`config.mk`:
```
export PLATFORM = sky130hd
export DESIGN_NAME = cordic_rotator_iter
export DESIGN_NICKNAME = d
export VERILOG_FILES = /design/src/rtl/cordic_rotator_iter.sv
export SDC_FILE = /design/constraint.sdc
export NUM_CORES = 1
export LEC_CHECK = 0
export ABC_AREA = 0
export ABC_CLOCK_PERIOD_IN_PS = 11100
export BUFFER_PORTS_ARGS = -buffer_cell sky130_fd_sc_hd__buf_4
export CORE_MARGIN = 2
export CORE_UTILIZATION = 45
export CTS_BUF_LIST = sky130_fd_sc_hd__clkbuf_16
export CTS_CLUSTER_DIAMETER = 30
export DETAILED_ROUTE_END_ITERATION = 8
export MAX_ROUTING_LAYER = met4
export PLACE_DENSITY = 0.73
export SLEW_MARGIN = 15
export SYNTH_ARGS = -nofsm -noshare
export SYNTH_HDL_FRONTEND = slang
export SYNTH_SLANG_ARGS = --single-unit
```
`constraint.sdc`:
```
create_clock -name clk -period 11.1 [get_ports clk]
set_input_delay 2.22 -clock clk [delete_from_list [all_inputs] [get_ports clk]]
set_output_delay 2.22 -clock clk [all_outputs]
set_load 0.02 [all_outputs]
```
`src/rtl/cordic_rotator_iter.sv`:
```
// rtl/cordic_rotator_iter.sv - iterative rotation-mode CORDIC engine
//
// Purpose:
//   Rotates the vector (x_in, y_in) by theta_in (Q2.12 radians) using one
//   shared add/shift datapath, one micro-rotation per clock. The CORDIC gain
//   (K ~ 1.6468 at 12 iterations) is not removed; callers pre-scale by 1/K.
//
// Ports:
//   clk       rising-edge clock
//   rst       asynchronous active-high reset
//   start     operation request, accepted only while busy = 0
//   x_in      signed X operand (DATA_WIDTH)
//   y_in      signed Y operand (DATA_WIDTH)
//   theta_in  signed rotation angle, Q2.12 radians (DATA_WIDTH)
//   busy      operation in progress
//   done      one-cycle pulse, results valid
//   x_out     signed rotated X (DATA_WIDTH+2), held until next completion
//   y_out     signed rotated Y (DATA_WIDTH+2), held until next completion
//   z_out     signed residual angle (DATA_WIDTH), held until next completion
//
// Build option:
//   QUAD_CORRECT_EN - adds a PRE cycle that folds |theta| > pi/2 into the
//   converging range with an exact +/-90 degree rotation, extending the input
//   range to +/-pi at the cost of one extra cycle of latency.

module cordic_rotator_iter #(
  parameter int DATA_WIDTH = 15,
  parameter int ITERATIONS = 12
) (
  input  logic                         clk,
  input  logic                         rst,
  input  logic                         start,
  input  logic signed [DATA_WIDTH-1:0] x_in,
  input  logic signed [DATA_WIDTH-1:0] y_in,
  input  logic signed [DATA_WIDTH-1:0] theta_in,
  output logic                         busy,
  output logic                         done,
  output logic signed [DATA_WIDTH+1:0] x_out,
  output logic signed [DATA_WIDTH+1:0] y_out,
  output logic signed [DATA_WIDTH-1:0] z_out
);

  // Two guard bits on X/Y absorb the CORDIC gain without overflow.
  localparam int W = DATA_WIDTH + 2;

  localparam logic [1:0] S_IDLE = 2'd0;
  localparam logic [1:0] S_ROT  = 2'd1;
`ifdef QUAD_CORRECT_EN
  localparam logic [1:0] S_PRE  = 2'd2;
  // pi/2 in Q2.12
  localparam logic signed [DATA_WIDTH-1:0] HALF_PI = DATA_WIDTH'(6434);
`endif

  localparam logic [3:0] LAST_ITER = 4'(ITERATIONS - 1);

  logic [1:0]                  state;
  logic [3:0]                  iter;
  logic signed [W-1:0]         xw;
  logic signed [W-1:0]         yw;
  logic signed [DATA_WIDTH-1:0] zw;

  logic signed [W-1:0]          x_shift;
  logic signed [W-1:0]          y_shift;
  logic signed [DATA_WIDTH-1:0] atan_i;
  logic signed [W-1:0]          x_next;
  logic signed [W-1:0]          y_next;
  logic signed [DATA_WIDTH-1:0] z_next;

  // atan(2^-i) in Q2.12, rounded to nearest.
  function automatic logic signed [DATA_WIDTH-1:0] atan_lut(input logic [3:0] i);
    logic signed [DATA_WIDTH-1:0] v;
    case (i)
      4'd0:    v = DATA_WIDTH'(3217);
      4'd1:    v = DATA_WIDTH'(1899);
      4'd2:    v = DATA_WIDTH'(1003);
      4'd3:    v = DATA_WIDTH'(509);
      4'd4:    v = DATA_WIDTH'(256);
      4'd5:    v = DATA_WIDTH'(128);
      4'd6:    v = DATA_WIDTH'(64);
      4'd7:    v = DATA_WIDTH'(32);
      4'd8:    v = DATA_WIDTH'(16);
      4'd9:    v = DATA_WIDTH'(8);
      4'd10:   v = DATA_WIDTH'(4);
      4'd11:   v = DATA_WIDTH'(2);
      default: v = '0;
    endcase
    return v;
  endfunction

  // One micro-rotation; direction chosen by the sign of the residual angle.
  // Both X and Y updates use the pre-edge register values.
  always_comb begin
    x_shift = xw >>> iter;
    y_shift = yw >>> iter;
    atan_i  = atan_lut(iter);
    if (!zw[DATA_WIDTH-1]) begin
      x_next = xw - y_shift;
      y_next = yw + x_shift;
      z_next = zw - atan_i;
    end else begin
      x_next = xw + y_shift;
      y_next = yw - x_shift;
      z_next = zw + atan_i;
    end
  end

  always_ff @(posedge clk or posedge rst) begin
    if (rst) begin
      state <= S_IDLE;
      iter  <= '0;
      xw    <= '0;
      yw    <= '0;
      zw    <= '0;
      busy  <= 1'b0;
      done  <= 1'b0;
      x_out <= '0;
      y_out <= '0;
      z_out <= '0;
    end else begin
      done <= 1'b0;
      case (state)
        S_IDLE: begin
          if (start) begin
            xw   <= {{2{x_in[DATA_WIDTH-1]}}, x_in};
            yw   <= {{2{y_in[DATA_WIDTH-1]}}, y_in};
            zw   <= theta_in;
            iter <= '0;
            busy <= 1'b1;
`ifdef QUAD_CORRECT_EN
            state <= S_PRE;
`else
            state <= S_ROT;
`endif
          end
        end

`ifdef QUAD_CORRECT_EN
        // Exact +/-90 degree pre-rotation for angles outside +/-pi/2.
        S_PRE: begin
          if (zw > HALF_PI) begin
            xw <= -yw;
            yw <= xw;
            zw <= zw - HALF_PI;
          end else if (zw < -HALF_PI) begin
            xw <= yw;
            yw <= -xw;
            zw <= zw + HALF_PI;
          end
          state <= S_ROT;
        end
`endif

        S_ROT: begin
          xw <= x_next;
          yw <= y_next;
          zw <= z_next;
          if (iter == LAST_ITER) begin
            x_out <= x_next;
            y_out <= y_next;
            z_out <= z_next;
            done  <= 1'b1;
            busy  <= 1'b0;
            iter  <= '0;
            state <= S_IDLE;
          end else begin
            iter <= iter + 4'd1;
          end
        end

        default: begin
          state <= S_IDLE;
          busy  <= 1'b0;
        end
      endcase
    end
  end

endmodule
```
-- Word level (Yosys, flattened, before mapping)
Memories as Yosys holds them, arrays and structs flattened.
Cells that the tools add are included.
- bits in registers: 106
- memory bits (read-only): 192
- bits of input ports: 48
- output and inout port bits: 51
- logic and storage cells: 49
- memories kept: 1
- memories (memory ; words ; bits a word ; read ports ; clocked after memory_dff ; write ports ; RTL line ; RTL):
    (no name shown) ; 16 ; 12 ; 1 ; 0 ; 0 ; 72 ; case (i)
- add/sub/neg operators: 7
- equality and inequality tests: 4
- shifts and indexed selects: 2
- mux-type cells: 20
- reduce and logical (&&, ||, !) cells: 5
- operators by type and width (kind ; count):
    two-way mux 17 bit ; 4
    one-hot mux 17 bit (2 select lines) ; 2
    adder 17 bit ; 2
    >>> shifter 17 x 4 -> 17 bit ; 2
    subtractor 17 bit ; 2
    two-way mux 15 bit ; 2
    one-hot mux 15 bit (2 select lines) ; 1
    adder 15 bit ; 1
    subtractor 15 bit ; 1
    two-way mux 4 bit ; 2
    one-hot mux 4 bit (2 select lines) ; 1
    AND reduction 2 bit ; 3
    adder 4 x 1 -> 4 bit (second input constant) ; 1
    equality test 4 bit (second input constant) ; 1
    two-way mux 1 bit ; 4
    two-way mux 2 bit ; 2
    inequality test 2 bit (second input constant) ; 2
    one-hot mux 2 bit (2 select lines) ; 1
    equality test 2 x 1 -> 1 bit (second input constant) ; 1
    zero test 2 bit ; 1
    one-hot mux 1 bit (2 select lines) ; 1
    nonzero test 2 bit ; 1

-- Depth between registers and ports, before layout
- depth in word-level cells: 4
- gate-level depth with buffers: 22
- gate-level depth less buffers: 20

-- Least setup slack after synthesis
OpenSTA, ideal clock, no wires.
- kind: register to register
- start point: register iter[0]
- end point: register yw[16]
- setup time: 137 ps
- arrival time: 4178 ps
- required time: 10963 ps
- setup slack: 6785 ps
- cell stages (with the launch flop): 22
- path buffers: 2
- clock period less this slack: 4315 ps
- cell sequence: dfrtp_1 > buf_6 > buf_12 > mux4_2 > mux2i_1 > mux2i_1 > inv_1 > ha_1 > nor4b_2 > and2_4 > nor2_1 > xor2_1 > ha_1 > a21o_1 > a21o_1 > a21o_1 > a22o_1 > o31ai_1 > a21boi_0 > o22ai_1 > xor2_1 > a21oi_1
- cells in the longest elaborated chain, start to end: 4
- elaborated cells between the ends (all ways): 5
- classes of those cells: add/sub (2); shift (1); mux (2)
- RTL lines (item ; RTL line ; RTL):
    start, declared ; 57 ; logic [3:0] iter;
    start signal, assigned ; 166 ; iter <= iter + 4'd1;
    >>> shifter 17 x 4 -> 17 bit (*) ; 93 ; x_shift = xw >>> iter;
    adder 17 bit or subtractor 17 bit (tied branches) ; 98, 102 ;
    two-way mux 17 bit (*) ; 96 ; if (!zw[DATA_WIDTH-1]) begin
    one-hot mux 17 bit (2 select lines) (*) ; 121 ; case (state)
    end signal, assigned ; 125 ; yw <= {{2{y_in[DATA_WIDTH-1]}}, y_in};
    end signal, assigned ; 155 ; yw <= y_next;
    end, declared ; 59 ; logic signed [W-1:0] yw;
Mark *: on every way between the ends. The rest lies on a longest branch, timed or not.
A chain may end at the register's enable or synchronous reset.

-- Final worst setup path
- start point: register iter[2]
- end point: register zw[14]
- cells in the longest elaborated chain, start to end: 4
- elaborated cells between the ends (all ways): 5
- classes of those cells: add/sub (2); mux (2); memory (1)
- RTL lines (item ; RTL line ; RTL):
    memory read (16 x 12 bit) (*) ; -- ;
    subtractor 15 bit or adder 15 bit (tied branches) ; 99, 103 ;
    two-way mux 15 bit (*) ; 96 ;
    one-hot mux 15 bit (2 select lines) (*) ; 121 ;
    end signal, assigned ; 126 ; zw <= theta_in;
    end signal, assigned ; 156 ; zw <= z_next;
    end, declared ; 60 ; logic signed [DATA_WIDTH-1:0] zw;
Marked as above.

==> Flow_metrics.wiki <==
{| class="wikitable"
! Metric !! Value
|-
| Worst-case register-to-register setup slack || 5.77 ns
|-
| Synth warnings || 0
|-
| Depth of the worst register-to-register path || 21
|-
| Register area || between 2000 and 3000 um^2
|-
| Number of sinks handled by clock tree synthesis || 104
|-
| Most used flip-flop cell after synthesis || sky130_fd_sc_hd__dfrtp_1
|-
| Violation count after the first detailed-routing iteration || 528
|-
| Sink of the worst hold path || y_out[10]$_DFFE_PP0P_
|-
| Hold path start || y_out[10]$_DFFE_PP0P_
|-
| Clock edge transition at the registers on the reported setup and hold paths || 0.08 ns
|-
| Vias per std cell || about 6
|-
| Fraction of layout cells with a size suffix above 1 || 17.0%
|-
| Outcome || finished, final reports clean
|-
| Die area || 21800 um^2
|-
| Hold Crit Depth || 2
|-
| Clock Skews || approximately 0.0086 ns
|-
| Total congestion overflow after global routing || 0
|-
| Type of the worst setup path || reg -> reg
|-
| Leading cell type in the layout, fill and taps excluded || sky130_fd_sc_hd__nand2_1
|-
| Number of enable flip-flop cells after synthesis || 0
|-
| Worst path most repeated cell || sky130_fd_sc_hd__o21ai_0
|-
| Synth-to-layout area growth || 11.0%
|-
| Part of the Yosys area used for sequential elements || 28.0%
|-
| Root buf cell || sky130_fd_sc_hd__clkbuf_16
|-
| Worst R2R End || zw[14]$_DFFE_PP0P_
|-
| Routed via count || 8042
|-
| Worst-Margin Slew || 0.766 ns
|-
| CTS resizes || 0
|-
| Portion of the clock cycle consumed by the worst path in the final layout || 48.0%
|-
| Most area-hungry cell type in the Yosys netlist || sky130_fd_sc_hd__dfrtp_1
|-
| Detailed-route wire length per cell || about 18 um
|-
| IO Port Bufs || around 100
|-
| Number of cells produced by synthesis || 1037
|-
| DRC violations left || 0
|-
| H-tree lvl count || 3
|-
| Clk buf depth || 2
|-
| Minimum period implied by the final worst setup slack || 5.33 ns
|-
| Cell-by-cell listing of the critical path || buf_4 > inv_1 > nand2_2 > inv_2 > a22oi_1 > ha_1 > and3_1 > and2_1 > nor3b_1 > o21ai_0 > o21ai_0 > a221o_1 > ha_1 > nor3_1 > o21ai_0 > nand2_1 > o2111ai_1 > a31o_2 > a21oi_1 > nor2_1 > a221oi_1
|-
| Global-route wire length before repair || 39400 um
|-
| I/O pin cnt || 99
|-
| Final hold violation count || 0
|-
| Data required time of the critical path || 11.36 ns
|-
| Placeable core area || ~20000 um^2
|-
| Area share of the largest cell type after synthesis || 28.0%
|-
| CP max stage delay || ~0.59 ns
|-
| Number of CTS-inserted buffers || 9
|-
| Unrepaired setup endpoints after global routing || false
|-
| # diodes || 0
|-
| Worst slew margin relative to its limit || between 40% and 50%
|-
| Pin count of the biggest net entering global routing || 66
|-
| Kind of end point of the critical path || flip-flop
|-
| Initial standard-cell utilization of the core || about 46%
|-
| Maximum clock frequency || 0.188 GHz
|-
| Reported max-cap violation count || 0
|-
| R2r startpoint || iter[2]$_DFFE_PP0P_
|-
| Slowest CP cell || sky130_fd_sc_hd__inv_1
|-
| Most used cells in the layout excluding fill and tap cells || 119 x sky130_fd_sc_hd__nand2_1, 107 x sky130_fd_sc_hd__buf_4, 103 x sky130_fd_sc_hd__dfrtp_1
|-
| Number of distinct library cells after synthesis || 79
|-
| Data arrival time of the worst path || 5.59 ns
|-
| Count of endpoints failing setup in the final report || 0
|-
| Top cells by area in the synthesized netlist || sky130_fd_sc_hd__dfrtp_1 28%, sky130_fd_sc_hd__ha_1 7.5%, sky130_fd_sc_hd__mux4_2 5.8%
|-
| Accumulated negative setup slack || 0 ns
|-
| Count of nets left with antenna violations after detail routing || 0
|-
| Global placer's final weighted congestion || around 0.96
|-
| Total global routing track utilization || 22.9%
|-
| Total half-perimeter wirelength after legalization and detailed placement || 17500 um
|-
| Number of fillers in the final layout || 1917
|-
| Post-Syn Nets || around 1100
|-
| Synthesized area per cell || approximately 9.0 um^2
|-
| CTS tree || done
|-
| Final number of max-transition violations || 0
|-
| Vias in the first global route || 7636
|-
| Chip Width || 148 um
|-
| Area used by multi-input combinational logic || 6160 um^2
|-
| Total number of placement rows || between 50 and 60
|-
| Clock insertion delay at the later pin of the skew report || 0.37 ns
|-
| Final net count || ~1200
|-
| Die outline height || 148 um
|-
| Total of hold buffers inserted after clock tree synthesis || 0
|-
| Syn Std Cell Area || approximately 9300 um^2
|-
| Share of synthesized registers carrying an async set or reset || 100%
|-
| Iteration count of the initial detailed-routing pass || 5
|-
| Total wire length || 24000 um
|-
| Flip-flop and latch count after synthesis || 104
|-
| CP max FO || 32
|-
| Post-CTS setup repair buffer count || 0
|-
| Critical path startpoint category || flip-flop
|-
| Antenna violations before repair || 0
|-
| Tightest Hold Check Type || reg -> reg
|}
==> how the worst max path moves through the flow <==
stage / from / endpoint / depth (start not counted)
after floorplan: rst / busy$_DFFE_PP0P_ / 1
after global placement: iter[2]$_DFFE_PP0P_ / zw[14]$_DFFE_PP0P_ / 21
after detailed placement: iter[2]$_DFFE_PP0P_ / zw[14]$_DFFE_PP0P_ / 21
after CTS: iter[2]$_DFFE_PP0P_ / zw[14]$_DFFE_PP0P_ / 21
after global routing: iter[2]$_DFFE_PP0P_ / zw[14]$_DFFE_PP0P_ / 21
final: iter[2]$_DFFE_PP0P_ / zw[14]$_DFFE_PP0P_ / 21
==> cell families after synthesis <==
| logic type | share of synthesized area [%] |
|---|---|
| and+or+nand+nor | 17.9 |
| AOI/OAI and AO/OA | 20.7 |
| DFF | 28.0 |
| buffers and inverters | 5.69 |
| xor gates and xnor gates | 7.07 |
| muxes | 12.4 |
| adders and majority gates | 8.19 |
==> metal layers <==
layer / vias to the layer above / track usage (%) / routed length, um
met3: 40 / 2.87 / 1020
met4: 0 / 6.44 / 454
met2: 206 / 37.0 / 11600
met5: - / - / 0
met1: 3898 / 30.4 / 10900
li1: 3898 / - / -
==> flip-flops by register name, summed over array words and instances, names as in the netlist <==
register / flops
done: 1
iter: 4
x_out: 17
z_out: 15
busy: 1
zw: 15
xw: 17
y_out: 17
yw: 17
==> layout make-up <==
class                           instances  share of cell area (%)
Timing Repair Buffer                  107                    7.79
Multi-Input combinational cell        844                    59.7
Clock buffer                            9                    2.18
Sequential cell                       104                    25.3
Tap cell                              270                    3.28
Clock inverter                          7                   0.667
Inverter                               29                    1.08
==> synthesized netlist by cell type (34+ instances only) <==
master	count
sky130_fd_sc_hd__o21ai_0	81
sky130_fd_sc_hd__ha_1	56
sky130_fd_sc_hd__a211oi_1	41
sky130_fd_sc_hd__a21oi_1	99
sky130_fd_sc_hd__nor2b_1	45
sky130_fd_sc_hd__xor2_1	36
sky130_fd_sc_hd__nand2_1	120
sky130_fd_sc_hd__clkbuf_1	34
sky130_fd_sc_hd__dfrtp_1	104
sky130_fd_sc_hd__nor2_1	68
sky130_fd_sc_hd__xnor2_1	39
==> through the flow <==
step                util, %  worst slack (ns)  instances  area (um^2)  hold WS (ns)
global route           51.0              5.17       1370        10300         0.515
detailed placement     49.5              5.90       1354        10000         0.472
global placement       49.5              6.13       1354        10000         0.465
finish                 51.0              5.77       1370        10300         0.479
floorplan                 -              6.15       1037         9290         0.536
CTS                    51.0              5.85       1370        10300         0.489
==> critical path: cells and delay by family, from the launching register on <==
kind | cells | cell delay [ns]
AOI/OAI and AO/OA | 9 | 1.88
buffers and inverters | 3 | 1.27
and+or+nand+nor | 7 | 1.19
adders and majority gates | 2 | 0.50
DFF | 1 | 0.37
Power is left out: the tool's default activity adds up to more than one toggle a clock period on the data nets, which glitch-free logic cannot reach.
